`src/rtl/bin2bcd_pkg.sv`:
```
// Shared types and constants for the sequential binary-to-BCD converter.
// Holds the FSM encoding, BCD digit width and the add-3 threshold.
package bin2bcd_pkg;

  localparam int BCD_W = 4;
  localparam logic [3:0] ADD3_TH = 4'd5;

  typedef enum logic [1:0] {
    IDLE  = 2'd0,
    SHIFT = 2'd1,
    DONE  = 2'd2
  } state_t;

endpackage

```
`src/rtl/bcd_digit_adj.sv`:
```
// One BCD digit of the double-dabble adjust step.
// Adds 3 to digits >= 5; illegal codes 10..15 collapse to 0.
import bin2bcd_pkg::*;

module bcd_digit_adj (
  input  logic [BCD_W-1:0] d_i,
  output logic [BCD_W-1:0] d_o
);

  // Conditional add-3 with defensive clamp of non-BCD codes
  always_comb begin
    d_o = d_i;
    if (d_i > 4'd9) begin
      d_o = '0;
    end else if (d_i >= ADD3_TH) begin
      d_o = d_i + 4'd3;
    end
  end

endmodule

```
`src/rtl/bin2bcd_seq.sv`:
```
// Sequential double-dabble converter, one operand bit per cycle.
// Define BIN2BCD_SIGNED_EN for two's-complement operands with sign output.
import bin2bcd_pkg::*;

module bin2bcd_seq #(
  parameter int WIDTH  = 16,
  parameter int DIGITS = 5
) (
  input  logic                      clk,
  input  logic                      rst_n,
  input  logic                      start,
  input  logic [WIDTH-1:0]          bin_in,
  output logic                      busy,
  output logic                      done,
  output logic [BCD_W*DIGITS-1:0]   bcd_out,
  output logic                      sign
);

  localparam int SW = BCD_W * DIGITS;
  localparam int CW = (WIDTH > 1) ? $clog2(WIDTH) : 1;
  localparam logic [CW-1:0] LAST = CW'(WIDTH - 1);

  state_t           state_q, state_d;
  logic [WIDTH-1:0] op_q, op_d;
  logic [SW-1:0]    scr_q, scr_d;
  logic [SW-1:0]    adj;
  logic [SW-1:0]    bcd_q, bcd_d;
  logic [CW-1:0]    cnt_q, cnt_d;
  logic [WIDTH-1:0] mag;
  logic             neg;

  for (genvar g = 0; g < DIGITS; g++) begin : g_adj
    bcd_digit_adj u_adj (
      .d_i (scr_q[g*BCD_W +: BCD_W]),
      .d_o (adj[g*BCD_W +: BCD_W])
    );
  end

`ifdef BIN2BCD_SIGNED_EN
  logic sgnp_q, sgnp_d;
  logic sgn_q, sgn_d;

  // Operand magnitude; the most-negative value maps to 2^(WIDTH-1)
  always_comb begin
    neg = bin_in[WIDTH-1];
    mag = neg ? -bin_in : bin_in;
  end
`else
  // Unsigned operands pass straight through
  always_comb begin
    neg = 1'b0;
    mag = bin_in;
  end
`endif

  // FSM state register
  always_ff @(posedge clk or negedge rst_n) begin
    if (!rst_n) state_q <= IDLE;
    else        state_q <= state_d;
  end

  // Next state and datapath next values
  always_comb begin
    state_d = state_q;
    op_d    = op_q;
    scr_d   = scr_q;
    cnt_d   = cnt_q;
    bcd_d   = bcd_q;
    unique case (state_q)
      IDLE: begin
        if (start) begin
          state_d = SHIFT;
          op_d    = mag;
          scr_d   = '0;
          cnt_d   = '0;
        end
      end
      SHIFT: begin
        scr_d = {adj[SW-2:0], op_q[WIDTH-1]};
        op_d  = {op_q[WIDTH-2:0], 1'b0};
        cnt_d = cnt_q + CW'(1);
        if (cnt_q == LAST) begin
          cnt_d   = '0;
          state_d = DONE;
          bcd_d   = scr_d;
        end
      end
      DONE: state_d = IDLE;
      default: state_d = IDLE;
    endcase
  end

  // Datapath registers
  always_ff @(posedge clk or negedge rst_n) begin
    if (!rst_n) begin
      op_q  <= '0;
      scr_q <= '0;
      cnt_q <= '0;
      bcd_q <= '0;
    end else begin
      op_q  <= op_d;
      scr_q <= scr_d;
      cnt_q <= cnt_d;
      bcd_q <= bcd_d;
    end
  end

`ifdef BIN2BCD_SIGNED_EN
  // Sign captured at accept, published on entry to DONE
  always_comb begin
    sgnp_d = sgnp_q;
    sgn_d  = sgn_q;
    if (state_q == IDLE && start) sgnp_d = neg;
    if (state_q == SHIFT && cnt_q == LAST) sgn_d = sgnp_q;
  end

  // Sign registers
  always_ff @(posedge clk or negedge rst_n) begin
    if (!rst_n) begin
      sgnp_q <= 1'b0;
      sgn_q  <= 1'b0;
    end else begin
      sgnp_q <= sgnp_d;
      sgn_q  <= sgn_d;
    end
  end

  assign sign = sgn_q;
`else
  assign sign = neg;
`endif

  assign busy    = (state_q != IDLE);
  assign done    = (state_q == DONE);
  assign bcd_out = bcd_q;

endmodule

```
`config.mk`:
```
export PLATFORM = sky130hd
export DESIGN_NAME = bin2bcd_seq
export DESIGN_NICKNAME = d
export VERILOG_FILES = /design/src/rtl/bin2bcd_pkg.sv /design/src/rtl/bcd_digit_adj.sv /design/src/rtl/bin2bcd_seq.sv
export SDC_FILE = /design/constraint.sdc
export NUM_CORES = 1
export LEC_CHECK = 0
export BUFFER_PORTS_ARGS = -buffer_cell sky130_fd_sc_hd__clkbuf_2
export CORE_MARGIN = 4
export CORE_UTILIZATION = 30
export DETAILED_ROUTE_END_ITERATION = 6
export SLEW_MARGIN = 20
export SYNTH_ARGS = -nofsm -noshare
export SYNTH_HDL_FRONTEND = slang
export SYNTH_SLANG_ARGS = --single-unit
export TNS_END_PERCENT = 100
```
`constraint.sdc`:
```
create_clock -name clk -period 2.4 [get_ports clk]
set_input_delay 0 -clock clk [delete_from_list [all_inputs] [get_ports clk]]
set_output_delay 0 -clock clk [all_outputs]
set_load 0.05 [all_outputs]
```
==> impl_results.html, run 1 <==
<table>
<tr><th>Metric</th><th>Value</th></tr>
<tr><th colspan="2">Yosys</th></tr>
<tr><td>Synth top area cells</td><td>dfrtp_1 47%, o21ai_0 5.3%, ha_1 4.1%</td></tr>
<tr><td>Most used DFF post-synth</td><td>dfrtp_1</td></tr>
<tr><td>Count of distinct cell types in the synthesized netlist</td><td>42</td></tr>
<tr><td>Post-synth net total</td><td>380</td></tr>
<tr><td>Most common cell in the netlist</td><td>dfrtp_1</td></tr>
<tr><td>Synth Cell Area</td><td>3319 sq um</td></tr>
<tr><td>Syn_area_per_cell</td><td>9.484 sq um</td></tr>
<tr><td>Number of standard cells after synthesis</td><td>350</td></tr>
<tr><td>Post-synth EDFFs</td><td>0</td></tr>
<tr><td>Area leader, netlist</td><td>dfrtp_1</td></tr>
<tr><td>Share of async-settable or async-resettable flops after synthesis</td><td>1.000</td></tr>
<tr><td>Cell types with the highest counts after synthesis</td><td>62 x dfrtp_1, 35 x o21ai_0, 33 x nand2_1</td></tr>
<tr><td>Yosys warnings</td><td>0</td></tr>
<tr><td>Sequential cell area fraction in the yosys report</td><td>0.4674</td></tr>
<tr><td>Top-area cell type share of the netlist area</td><td>0.4674</td></tr>
<tr><td>Number of storage elements in the synthesis netlist</td><td>62</td></tr>
<tr><th colspan="2">Floorplanning</th></tr>
<tr><td>Die ar.</td><td>12810 sq um</td></tr>
<tr><td>Number of rows in the core area</td><td>38</td></tr>
<tr><td>Top-Level Pins</td><td>42</td></tr>
<tr><td>Area of the core</td><td>10840 sq um</td></tr>
<tr><td>Starting Density</td><td>0.3062</td></tr>
<tr><td>Die Height</td><td>113.2 um</td></tr>
<tr><td>Width of the die</td><td>113.2 um</td></tr>
<tr><th colspan="2">Pwr</th></tr>
<tr><td>Final Power</td><td>5.220 mW</td></tr>
<tr><td>Pwr/cell area</td><td>1376 nW/um^2</td></tr>
<tr><td>Leakage</td><td>1.645 nW</td></tr>
<tr><td>Worst voltage drop across the vdd grid</td><td>0.6961 mV</td></tr>
<tr><th colspan="2">Routing</th></tr>
<tr><td>Detailed Route Iter0 Violations</td><td>132</td></tr>
<tr><td>DRT Wirelength</td><td>7137 um</td></tr>
<tr><td>Via count</td><td>2643</td></tr>
<tr><td>Detailed Routing Iterations Pass 1</td><td>4</td></tr>
<tr><td>Vias per inst</td><td>4.949</td></tr>
<tr><td>Post-detailed-route count of antenna-violating nets</td><td>0</td></tr>
<tr><td>Mean routed wirelength per cell</td><td>13.37 um</td></tr>
<tr><td>Total DRC errors in the routed layout</td><td>0</td></tr>
<tr><th colspan="2">Critical path</th></tr>
<tr><td>Max stage delay on crit path</td><td>440 ps</td></tr>
<tr><td>Crit. End Element</td><td>register</td></tr>
<tr><td>Reg2reg path depth</td><td>6</td></tr>
<tr><td>Worst reg2reg startpoint</td><td>scr_q[12]$_DFFE_PN0P_</td></tr>
<tr><td>Arrival time of data at the critical path endpoint</td><td>2020 ps</td></tr>
<tr><td>Worst endpoint required time</td><td>2580 ps</td></tr>
<tr><td>Crit Path Max Fanout</td><td>6</td></tr>
<tr><td>Worst R2R Setup Slack</td><td>560 ps</td></tr>
<tr><td>Library cell contributing the largest single delay on the critical path</td><td>dfrtp_1</td></tr>
<tr><td>CP Launch Point</td><td>scr_q[12]$_DFFE_PN0P_</td></tr>
<tr><td>Crit path kind</td><td>reg2reg</td></tr>
<tr><td>Element type at the critical path start</td><td>register</td></tr>
<tr><td>Cell-by-cell trace of the critical path</td><td>inv_1 -&gt; ha_1 -&gt; nand2b_1 -&gt; and3_1 -&gt; nor3_1 -&gt; o21ai_0</td></tr>
<tr><th colspan="2">Global route</th></tr>
<tr><td>Maximum number of pins on one net before global-route repair</td><td>63</td></tr>
<tr><td>Initial antenna violation count</td><td>0</td></tr>
<tr><td>Final global-route overflow total</td><td>0</td></tr>
<tr><td>Combined global-route utilization of all metal layers</td><td>0.1179</td></tr>
<tr><td>Wire length of the first global-routing pass</td><td>12400 um</td></tr>
<tr><td>Via count of the first global-routing pass</td><td>2546</td></tr>
<tr><th colspan="2">Timing</th></tr>
<tr><td>Achievable Freq</td><td>543.3 MHz</td></tr>
<tr><td>Final number of hold-violating endpoints</td><td>0</td></tr>
<tr><td>Clock Skew</td><td>7.862 ps</td></tr>
<tr><td>Final critical-path share of the clock period</td><td>0.7669</td></tr>
<tr><td>Setup repair after global routing missed its margin</td><td>false</td></tr>
<tr><td>Final setup fails</td><td>0</td></tr>
<tr><td>Tightest Pin Transition</td><td>793.3 ps</td></tr>
<tr><td>Rel. slew slack</td><td>0.4711</td></tr>
<tr><td>Sum of negative setup slack</td><td>0 ps</td></tr>
<tr><td>Final critical-path required period</td><td>1841 ps</td></tr>
<tr><td>Pins over their slew limit</td><td>0</td></tr>
<tr><th colspan="2">Place</th></tr>
<tr><td>Post-detail-place hpwl</td><td>4907 um</td></tr>
<tr><td>Routability congestion estimate</td><td>0.7644</td></tr>
<tr><td>IO Port Bufs</td><td>40</td></tr>
<tr><th colspan="2">Clock network</th></tr>
<tr><td>H-tree levels</td><td>3</td></tr>
<tr><td>Later-pin clock latency in the skew report</td><td>330 ps</td></tr>
<tr><td>TritonCTS clock tree</td><td>yes</td></tr>
<tr><td>CTS root buffer</td><td>clkbuf_8</td></tr>
<tr><td>Clock-pin slew of the registers on the worst-case setup and hold paths</td><td>70 ps</td></tr>
<tr><td>CTS max path bufs</td><td>2</td></tr>
<tr><td>Post-CTS repair timing setup buffer count</td><td>0</td></tr>
<tr><td>CTS-repair resized insts</td><td>0</td></tr>
<tr><td>Number of sinks handled by clock tree synthesis</td><td>62</td></tr>
<tr><td>Number of buffers added by the clock tree synthesis step</td><td>9</td></tr>
<tr><th colspan="2">Hold path</th></tr>
<tr><td>Hold Path Class</td><td>in2reg</td></tr>
<tr><td>Worst Hold Path Cells</td><td>5</td></tr>
<tr><td>Critical hold path startpoint</td><td>bin_in[0]</td></tr>
<tr><th colspan="2">Status</th></tr>
<tr><td>Run status</td><td>completed</td></tr>
<tr><th colspan="2">Layout</th></tr>
<tr><td>P&amp;R area growth vs syn</td><td>14.29%</td></tr>
<tr><td>Final Core Density</td><td>0.3500</td></tr>
<tr><td>Antenna fix cells</td><td>0</td></tr>
<tr><td>Final layout net count</td><td>421</td></tr>
<tr><td>Share of layout cells above drive strength 1</td><td>0.2107</td></tr>
<tr><th colspan="2">Flow run</th></tr>
<tr><td>Max Cap Viol</td><td>0</td></tr>
</table>
[kinds of logic (layout without fill, tap and decap cells)]
logic type | count (synthesis) | after routing | share of synthesized area
and+or+nand+nor | 130 | 130 | 0.2039
muxes | 5 | 5 | 0.02111
adders and majority gates | 11 | 11 | 0.04146
buffers and inverters | 32 | 76 | 0.05390
DFF | 62 | 62 | 0.4674
other | 1 | 1 | 0.001130
AOI/OAI and AO/OA | 109 | 109 | 0.2111
[through the flow]
step	setup WS [ps]	hold slack, ps	cell area, sq um	instances
final	559.4	18.42	3794	534
after global routing	423.9	51.09	3794	534
after global placement	638.1	228.7	3628	519
after floorplan	878.3	-295.6	3319	350
after detailed placement	595.5	224.2	3628	519
after CTS	572.0	16.07	3794	534
[cells in the final DEF, fill, tap and decap left out, types with 11 or more instances in the layout]
cell type   n
clkbuf_2   40
nand2b_1   12
dfrtp_1    62
o21ai_0    35
nor3_1     15
a21oi_1    24
inv_1      12
a21oi_2    13
nor2_1     29
nor3b_1    17
ha_1       11
nand2_1    33
[path summary, 6_finish.rpt]
path,endpoint
max,scr_q[14]$_DFFE_PN0P_
min in group asynchronous,scr_q[10]$_DFFE_PN0P_
min reg2reg,op_q[13]$_DFFE_PN0P_
max reg2reg,scr_q[14]$_DFFE_PN0P_
min,op_q[0]$_DFFE_PN0P_
max in group asynchronous,bcd_out[1]$_DFFE_PN0P_
[power breakdown]
group / internal, mW / switching, mW / leakage (nW)
sequential: 1.49 / 0.390 / 0.802
clock: 0.389 / 0.377 / 0.0821
combinational: 0.875 / 1.70 / 0.761
total: 2.75 / 2.47 / 1.65
[critical path: cells and delay by family, from the launching register on]
| kind | cells | cell delay, ps |
|---|---|---|
| compound gates | 1 | 150 |
| fa+ha+maj | 1 | 270 |
| buf+inv | 1 | 100 |
| flops | 1 | 440 |
| simple gates | 3 | 740 |
[timing repair]
action	4_1_cts	5_1_grt
setup endpoints to repair	0	0
hold buffers	1	0
hold endpoints to repair	62	0
[per-layer routing]
layer / part of all wire / GRT usage / vias to the layer above
li1: - / - / 1327
met1: 0.52 / 0.1696 / 1244
met2: 0.42 / 0.1710 / 63
met3: 0.051 / 0.03529 / 9
met4: 0.013 / 0.03446 / 0
met5: 0 / 0 / -
[registers in the layout (all words and copies together) (netlist names)]
name,cells
state_q,2
scr_q,20
op_q,16
bcd_out,20
cnt_q,4
[layout make-up]
cell class              instances  area (sq um)
well taps                     140         175.2
flip-flops and latches         62          1551
inverters                      12         45.04
clock buffers                  12         145.1
fillers                      1114          7047
multi-input cells             256          1589
clock inverters                 2         10.01
repair buffers                 50         277.8
Note: power is estimated with default switching activity, not from simulation.
==> inputs of run 2 (changes only) <==
- clock period: 2.4 -> 1.82 ns (I/O delays scaled with it)
==> run 2 against run 1 <==
Non-clock buffer count rose by 3. Clock skew rose by 6.0 ps. Critical path depth did not move. Routed wire length rose by 1.5%. Setup slack got worse by 400 ps. Sequential power rose by 32%. Die area did not move. Highest routed layer unchanged. Via count rose by 1.1%. First-iteration DRC count rose by 3.0%. Flip-flop and latch count did not move. Utilization rose by 0.93 points. Critical path type unchanged. Sequential share of layout area fell by 1.1 points.
==> impl_results.html, run 2 (same netlist as run 1, synthesis figures left out) <==
<table>
<tr><th>Metric</th><th>Value</th></tr>
<tr><th colspan="2">Global route</th></tr>
<tr><td>Combined global-route utilization of all metal layers</td><td>0.1207 (+0.002780)</td></tr>
<tr><td>Final global-route overflow total</td><td>0 (unchanged)</td></tr>
<tr><td>Wire length of the first global-routing pass</td><td>12680 um (+2.2%)</td></tr>
<tr><td>Via count of the first global-routing pass</td><td>2596 (+2.0%)</td></tr>
<tr><td>Maximum number of pins on one net before global-route repair</td><td>40 (-37%)</td></tr>
<tr><td>Initial antenna violation count</td><td>0 (unchanged)</td></tr>
<tr><th colspan="2">Timing</th></tr>
<tr><td>Clock Skew</td><td>13.82 ps (+5.962 ps)</td></tr>
<tr><td>Rel. slew slack</td><td>0.5756 (+0.1045)</td></tr>
<tr><td>Sum of negative setup slack</td><td>0 ps (unchanged)</td></tr>
<tr><td>Final setup fails</td><td>0 (unchanged)</td></tr>
<tr><td>Pins over their slew limit</td><td>0 (unchanged)</td></tr>
<tr><td>Setup repair after global routing missed its margin</td><td>false</td></tr>
<tr><td>Final number of hold-violating endpoints</td><td>0 (unchanged)</td></tr>
<tr><td>Final critical-path required period</td><td>1658 ps (-182.8 ps)</td></tr>
<tr><td>Achievable Freq</td><td>603.2 MHz (+11%)</td></tr>
<tr><td>Final critical-path share of the clock period</td><td>0.9109 (+0.1439)</td></tr>
<tr><td>Tightest Pin Transition</td><td>636.6 ps (-156.7 ps)</td></tr>
<tr><th colspan="2">Place</th></tr>
<tr><td>Post-detail-place hpwl</td><td>4998 um (+1.9%)</td></tr>
<tr><td>Placed instance area</td><td>3664 sq um (+0.97%)</td></tr>
<tr><td>Routability congestion estimate</td><td>0.8468 (+11%)</td></tr>
<tr><td>IO Port Bufs</td><td>40 (unchanged)</td></tr>
<tr><th colspan="2">Routing</th></tr>
<tr><td>Post-detailed-route count of antenna-violating nets</td><td>0 (unchanged)</td></tr>
<tr><td>DRT Wirelength</td><td>7247 um (+1.5%)</td></tr>
<tr><td>Via count</td><td>2671 (+1.1%)</td></tr>
<tr><td>Mean routed wirelength per cell</td><td>13.45 um (+0.60%)</td></tr>
<tr><td>Detailed Routing Iterations Pass 1</td><td>4 (unchanged)</td></tr>
<tr><td>Detailed Route Iter0 Violations</td><td>136 (+3.0%)</td></tr>
<tr><td>Total DRC errors in the routed layout</td><td>0 (unchanged)</td></tr>
<tr><td>Vias per inst</td><td>4.955 (+0.12%)</td></tr>
<tr><th colspan="2">Layout</th></tr>
<tr><td>FILL cells</td><td>1130 (+1.4%)</td></tr>
<tr><td>P&amp;R area growth vs syn</td><td>17.34%</td></tr>
<tr><td>Multi-input combinational cell area</td><td>1624 sq um (+2.2%)</td></tr>
<tr><td>Share of layout cells above drive strength 1</td><td>0.2406 (+0.02994)</td></tr>
<tr><td>Most used cells in the layout excluding fill and tap cells</td><td>62 x dfrtp_1, 40 x clkbuf_2, 35 x o21ai_0</td></tr>
<tr><td>Sequential Area</td><td>1551 sq um (unchanged)</td></tr>
<tr><td>Post-Layout Inst Area</td><td>3895 sq um (+2.7%)</td></tr>
<tr><td>Antenna fix cells</td><td>0 (unchanged)</td></tr>
<tr><td>Final Core Density</td><td>0.3593 (+0.009349)</td></tr>
<tr><td>Final layout net count</td><td>424 (+0.71%)</td></tr>
<tr><td>Most common library cell in the layout ignoring fill and taps</td><td>dfrtp_1</td></tr>
<tr><th colspan="2">Clock network</th></tr>
<tr><td>Post-CTS repair timing setup buffer count</td><td>0 (unchanged)</td></tr>
<tr><td>TritonCTS clock tree</td><td>yes</td></tr>
<tr><td>Later-pin clock latency in the skew report</td><td>340 ps (about the same)</td></tr>
<tr><td>Number of sinks handled by clock tree synthesis</td><td>62 (unchanged)</td></tr>
<tr><td>CTS root buffer</td><td>clkbuf_8</td></tr>
<tr><td>Number of buffers added by the clock tree synthesis step</td><td>9 (unchanged)</td></tr>
<tr><td>CTS max path bufs</td><td>2 (unchanged)</td></tr>
<tr><td>H-tree levels</td><td>3 (unchanged)</td></tr>
<tr><td>Clock-pin slew of the registers on the worst-case setup and hold paths</td><td>70 ps (about the same)</td></tr>
<tr><th colspan="2">Critical path</th></tr>
<tr><td>Cell-by-cell trace of the critical path</td><td>ha_1 -&gt; and3_1 -&gt; and2_4 -&gt; buf_4 -&gt; nor2_1 -&gt; a21oi_2</td></tr>
<tr><td>Max stage delay on crit path</td><td>410 ps (-30 ps)</td></tr>
<tr><td>Worst endpoint required time</td><td>2090 ps (-490 ps)</td></tr>
<tr><td>Crit path kind</td><td>reg2reg</td></tr>
<tr><td>Crit. End Element</td><td>register</td></tr>
<tr><td>Crit Path Max Fanout</td><td>18 (+12)</td></tr>
<tr><td>Library cell contributing the largest single delay on the critical path</td><td>dfrtp_1</td></tr>
<tr><td>Element type at the critical path start</td><td>register</td></tr>
<tr><td>Arrival time of data at the critical path endpoint</td><td>1930 ps (-90 ps)</td></tr>
<tr><td>Worst R2R Setup Slack</td><td>160 ps (-400 ps)</td></tr>
<tr><th colspan="2">Floorplanning</th></tr>
<tr><td>Width of the die</td><td>113.2 um (unchanged)</td></tr>
<tr><td>Die ar.</td><td>12810 sq um (unchanged)</td></tr>
<tr><td>Die Height</td><td>113.2 um (unchanged)</td></tr>
<tr><td>Area of the core</td><td>10840 sq um (unchanged)</td></tr>
<tr><td>Number of rows in the core area</td><td>38 (unchanged)</td></tr>
<tr><td>Top-Level Pins</td><td>42 (unchanged)</td></tr>
<tr><td>Starting Density</td><td>0.3062 (unchanged)</td></tr>
<tr><th colspan="2">Pwr</th></tr>
<tr><td>Worst voltage drop across the vdd grid</td><td>0.9006 mV (+29%)</td></tr>
<tr><td>Leakage</td><td>1.686 nW (+2.5%)</td></tr>
<tr><td>Pwr/cell area</td><td>1822 nW/um^2 (+32%)</td></tr>
<tr><th colspan="2">Status</th></tr>
<tr><td>Run status</td><td>completed</td></tr>
<tr><th colspan="2">Hold path</th></tr>
<tr><td>Hold Path Class</td><td>in2reg</td></tr>
<tr><th colspan="2">Flow run</th></tr>
<tr><td>Max Cap Viol</td><td>0 (unchanged)</td></tr>
</table>
==> run 2: cell types whose count changed in the layout (fill, tap and decap cells not counted), moves of 2 or more <==
cell,previous run,this run
clkbuf_8,10,12
a311oi_2,0,3
buf_4,9,11
nor3_2,0,2
a311oi_1,4,1
nor3_1,15,13
==> run 2: repair_timing <==
action | CTS | global route
setup endpoints to repair | 0 | 10
resized for setup | 0 | 7
hold endpoints to repair | 23 | 0
hold buffers | 1 | 0
==> run 2: per-stage QoR <==
step                hold slack, ps  worst slack [ps]  power, mW  instances
global route                 66.77             2.977      7.685        539
finish                       23.05             162.2      7.098        539
CTS                          3.939             47.24      7.111        539
global placement             51.91             50.35      5.830        522
floorplan                   -295.6             298.3      5.089        350
detailed placement           63.25             25.45      5.932        522
==> run 2: worst paths after layout <==
path	from	to	cells after the start
worst max-delay path	cnt_q[0]$_DFFE_PN0P_	bcd_out[11]$_DFFE_PN0P_	6
worst min-delay path	bin_in[0]	op_q[0]$_DFFE_PN0P_	5
worst max register to register	cnt_q[0]$_DFFE_PN0P_	bcd_out[11]$_DFFE_PN0P_	6
worst min register to register	op_q[3]$_DFFE_PN0P_	op_q[3]$_DFFE_PN0P_	2
max in group asynchronous	rst_n	bcd_out[19]$_DFFE_PN0P_	3
min in group asynchronous	rst_n	bcd_out[16]$_DFFE_PN0P_	2
==> run 2: where the power goes <==
group | total [mW] | internal (mW) | switching (mW)
Clock | 1.14 | 0.602 | 0.540
Sequential | 2.48 | 1.96 | 0.519
Combinational | 3.48 | 1.20 | 2.27
==> run 2: worst max-delay path, delay by kind of cell (launching register included) <==
family | cells | cell delay [ps]
simple gates | 3 | 600
flops | 1 | 410
fa+ha+maj | 1 | 230
buf+inv | 1 | 230
compound gates | 1 | 100
==> run 2: cell type report <==
cell class,instances,area share
clock inverter,3,0.004497
clock buffer,13,0.04337
timing repair buffer,53,0.08031
multi-input combinational,256,0.4170
inverter,12,0.01156
tap,140,0.04497
sequential,62,0.3983
==> run 2: routing by layer <==
metal	GRT usage	part of all wire	up-vias
li1	-	-	1330
met1	0.1646	0.50	1280
met2	0.1840	0.44	51
met3	0.04225	0.048	10
met4	0.02965	0.012	0
met5	0	0	-
==> inputs of run 3 (changes only) <==
- clock period: 1.82 -> 1.4 ns (I/O delays scaled with it)
==> run 3 against run 2 <==
The run now ends with setup timing left. Register-to-register slack got worse by 260 ps. Flip-flop and latch count unchanged. Total power increased by 69%. Clock skew decreased by 2.8 ps. Design area increased by 29%. Utilization increased by 10 points. Critical path type unchanged. Largest power group unchanged.
==> impl_results.html, run 3 (same netlist as run 1, synthesis figures left out) <==
<table>
<tr><th>Metric</th><th>Value</th></tr>
<tr><th colspan="2">Hold path</th></tr>
<tr><td>Worst Hold Path Cells</td><td>5 (unchanged)</td></tr>
<tr><td>Hold Path Class</td><td>in2reg</td></tr>
<tr><th colspan="2">Place</th></tr>
<tr><td>Routability congestion estimate</td><td>0.8925 (+5.4%)</td></tr>
<tr><td>Post-detail-place hpwl</td><td>5406 um (+8.2%)</td></tr>
<tr><td>IO Port Bufs</td><td>40 (unchanged)</td></tr>
<tr><td>Inst Count DP</td><td>558 (+6.9%)</td></tr>
<tr><th colspan="2">Critical path</th></tr>
<tr><td>Arrival time of data at the critical path endpoint</td><td>1740 ps (-190 ps)</td></tr>
<tr><td>Crit path kind</td><td>reg2reg</td></tr>
<tr><td>Worst endpoint required time</td><td>1640 ps (-450 ps)</td></tr>
<tr><td>Crit. End Element</td><td>register</td></tr>
<tr><td>Reg2reg path depth</td><td>7 (+1)</td></tr>
<tr><td>Element type at the critical path start</td><td>register</td></tr>
<tr><td>Crit Path Max Fanout</td><td>4 (-14)</td></tr>
<tr><th colspan="2">Floorplanning</th></tr>
<tr><td>Area of the core</td><td>10840 sq um (unchanged)</td></tr>
<tr><td>Starting Density</td><td>0.3062 (unchanged)</td></tr>
<tr><td>Die Height</td><td>113.2 um (unchanged)</td></tr>
<tr><td>Die ar.</td><td>12810 sq um (unchanged)</td></tr>
<tr><td>Number of rows in the core area</td><td>38 (unchanged)</td></tr>
<tr><td>Width of the die</td><td>113.2 um (unchanged)</td></tr>
<tr><td>Top-Level Pins</td><td>42 (unchanged)</td></tr>
<tr><th colspan="2">Layout</th></tr>
<tr><td>Multi-input combinational cell area</td><td>2072 sq um (+28%)</td></tr>
<tr><td>Most common library cell in the layout ignoring fill and taps</td><td>buf_4</td></tr>
<tr><td>Sequential Area</td><td>1559 sq um (+0.48%)</td></tr>
<tr><td>FILL cells</td><td>969 (-14%)</td></tr>
<tr><td>Most used cells in the layout excluding fill and tap cells</td><td>62 x buf_4, 56 x dfrtp_1, 39 x clkbuf_2</td></tr>
<tr><td>Antenna fix cells</td><td>0 (unchanged)</td></tr>
<tr><td>Post-layout instance count excluding filler cells</td><td>604 (+12%)</td></tr>
<tr><td>Final layout net count</td><td>489 (+15%)</td></tr>
<tr><td>P&amp;R area growth vs syn</td><td>51.34%</td></tr>
<tr><td>Share of layout cells above drive strength 1</td><td>0.5108 (+0.2702)</td></tr>
<tr><th colspan="2">Routing</th></tr>
<tr><td>Total DRC errors in the routed layout</td><td>0 (unchanged)</td></tr>
<tr><td>Post-detailed-route count of antenna-violating nets</td><td>0 (unchanged)</td></tr>
<tr><td>DRT Wirelength</td><td>8980 um (+24%)</td></tr>
<tr><td>Detailed Route Iter0 Violations</td><td>141 (+3.7%)</td></tr>
<tr><td>Via count</td><td>3058 (+14%)</td></tr>
<tr><td>Detailed Routing Iterations Pass 1</td><td>4 (unchanged)</td></tr>
<tr><td>Vias per inst</td><td>5.063 (+2.2%)</td></tr>
<tr><td>Mean routed wirelength per cell</td><td>14.87 um (+11%)</td></tr>
<tr><th colspan="2">Global route</th></tr>
<tr><td>Combined global-route utilization of all metal layers</td><td>0.1435 (+0.02282)</td></tr>
<tr><td>Maximum number of pins on one net before global-route repair</td><td>63 (+57%)</td></tr>
<tr><td>Initial antenna violation count</td><td>0 (unchanged)</td></tr>
<tr><td>Final global-route overflow total</td><td>0 (unchanged)</td></tr>
<tr><td>Via count of the first global-routing pass</td><td>3062 (+18%)</td></tr>
<tr><td>Wire length of the first global-routing pass</td><td>14820 um (+17%)</td></tr>
<tr><th colspan="2">Timing</th></tr>
<tr><td>Final number of hold-violating endpoints</td><td>0 (unchanged)</td></tr>
<tr><td>Pins over their slew limit</td><td>0 (unchanged)</td></tr>
<tr><td>Rel. slew slack</td><td>0.6622 (+0.08662)</td></tr>
<tr><td>Tightest Pin Transition</td><td>506.1 ps (-130.5 ps)</td></tr>
<tr><td>Setup repair after global routing missed its margin</td><td>true</td></tr>
<tr><td>Final critical-path share of the clock period</td><td>1.073 (+0.1623)</td></tr>
<tr><td>Setup WS post-layout</td><td>-102.5 ps (-264.7 ps)</td></tr>
<tr><td>Clock Skew</td><td>10.99 ps (-2.837 ps)</td></tr>
<tr><td>Final critical-path required period</td><td>1502 ps (-155.3 ps)</td></tr>
<tr><td>Final setup fails</td><td>20 (+20)</td></tr>
<tr><td>Achievable Freq</td><td>665.6 MHz (+10%)</td></tr>
<tr><td>Sum of negative setup slack</td><td>-667.3 ps (-667.3 ps)</td></tr>
<tr><th colspan="2">Clock network</th></tr>
<tr><td>Later-pin clock latency in the skew report</td><td>350 ps (about the same)</td></tr>
<tr><td>Number of sinks handled by clock tree synthesis</td><td>62 (unchanged)</td></tr>
<tr><td>TritonCTS clock tree</td><td>yes</td></tr>
<tr><td>CTS max path bufs</td><td>2 (unchanged)</td></tr>
<tr><td>Number of buffers added by the clock tree synthesis step</td><td>9 (unchanged)</td></tr>
<tr><td>CTS root buffer</td><td>clkbuf_8</td></tr>
<tr><td>H-tree levels</td><td>3 (unchanged)</td></tr>
<tr><td>Clock-pin slew of the registers on the worst-case setup and hold paths</td><td>70 ps (about the same)</td></tr>
<tr><th colspan="2">Flow run</th></tr>
<tr><td>Max Cap Viol</td><td>0 (unchanged)</td></tr>
<tr><th colspan="2">Pwr</th></tr>
<tr><td>Worst voltage drop across the vdd grid</td><td>1.228 mV (+36%)</td></tr>
<tr><td>Pwr/cell area</td><td>2385 nW/um^2 (+31%)</td></tr>
<tr><td>Leakage</td><td>2.149 nW (+27%)</td></tr>
<tr><th colspan="2">Status</th></tr>
<tr><td>Violated checks</td><td>setup timing</td></tr>
<tr><td>Run status</td><td>finished with violations</td></tr>
</table>
==> run 3: changes by cell type in the layout (fill, tap and decap cells not counted), moves of 10 or more <==
cell      change
buf_4        +51
nor2_1       -17
o21ai_0      -16
o21ai_1      +13
a211oi_1     -10
ha_1         -10
nor2_4       +10
==> run 3: final timing paths <==
path                                      startpoint                       to  slack, ps
min in group asynchronous                      rst_n  bcd_out[11]$_DFFE_PN0P_        200
worst max-delay path            scr_q[5]$_DFFE_PN0P_     scr_q[5]$_DFFE_PN0P_       -100
worst min-delay path                       bin_in[0]      op_q[0]$_DFFE_PN0P_         20
worst min register to register   op_q[1]$_DFFE_PN0P_      op_q[1]$_DFFE_PN0P_        490
worst max register to register  scr_q[5]$_DFFE_PN0P_     scr_q[5]$_DFFE_PN0P_       -100
max in group asynchronous                      rst_n   state_q[0]$_DFFE_PN0P_        900
==> run 3: final cells by class <==
cell class / count / share of cell area
repair buffers: 117 / 0.1868
clock inverters: 3 / 0.01295
clock buffers: 13 / 0.03362
inverters: 12 / 0.008966
flip-flops and latches: 62 / 0.3103
multi-input cells: 257 / 0.4125
well taps: 140 / 0.03487
==> run 3: power breakdown <==
group | switching, mW | internal, mW
combinational | 3.71 | 3.13
sequential | 0.743 | 2.54
clock | 0.708 | 1.15
==> run 3: per-layer routing <==
layer / global-route usage / vias up / wire length, um
li1: - / 1464 / -
met1: 0.1821 / 1501 / 3987
met2: 0.2322 / 76 / 4430
met3: 0.03690 / 17 / 381
met4: 0.06090 / 0 / 180
met5: 0 / - / 0
==> run 3: timing repair <==
action / in CTS / in global routing
endpoints found under the setup margin: 34 / 55
cloned: 3 / 1
endpoints found under the hold margin: 62 / 0
hold buffers: 1 / 0
gates resized for setup: 60 / 49
buffers inserted: 14 / 12
pin swaps: 20 / 19
==> run 3: worst max-delay path: stages, from the launching register on <==
cell      delay [ps]
dfrtp_1          390
inv_2            110
ha_4             170
nand2b_4         140
a211oi_2          80
a311oi_2         290
buf_4            170
o21ai_2           50
==> run 3: metrics by stage <==
step | instance area (sq um) | power [mW] | hold slack (ps) | worst slack, ps | utilization
6_report | 5024 | 11.98 | 17.41 | -102.5 | 0.4634
4_1_cts | 4740 | 11.37 | 11.71 | -68.01 | 0.4372
3_5_place_dp | 4098 | 8.791 | 49.60 | -181.3 | 0.3780
3_3_place_gp | 4098 | 8.605 | 44.21 | -209.6 | 0.3780
2_1_floorplan | 3446 | 6.942 | -295.6 | -39.93 | -
5_1_grt | 5024 | 12.77 | 39.46 | -197.5 | 0.4634
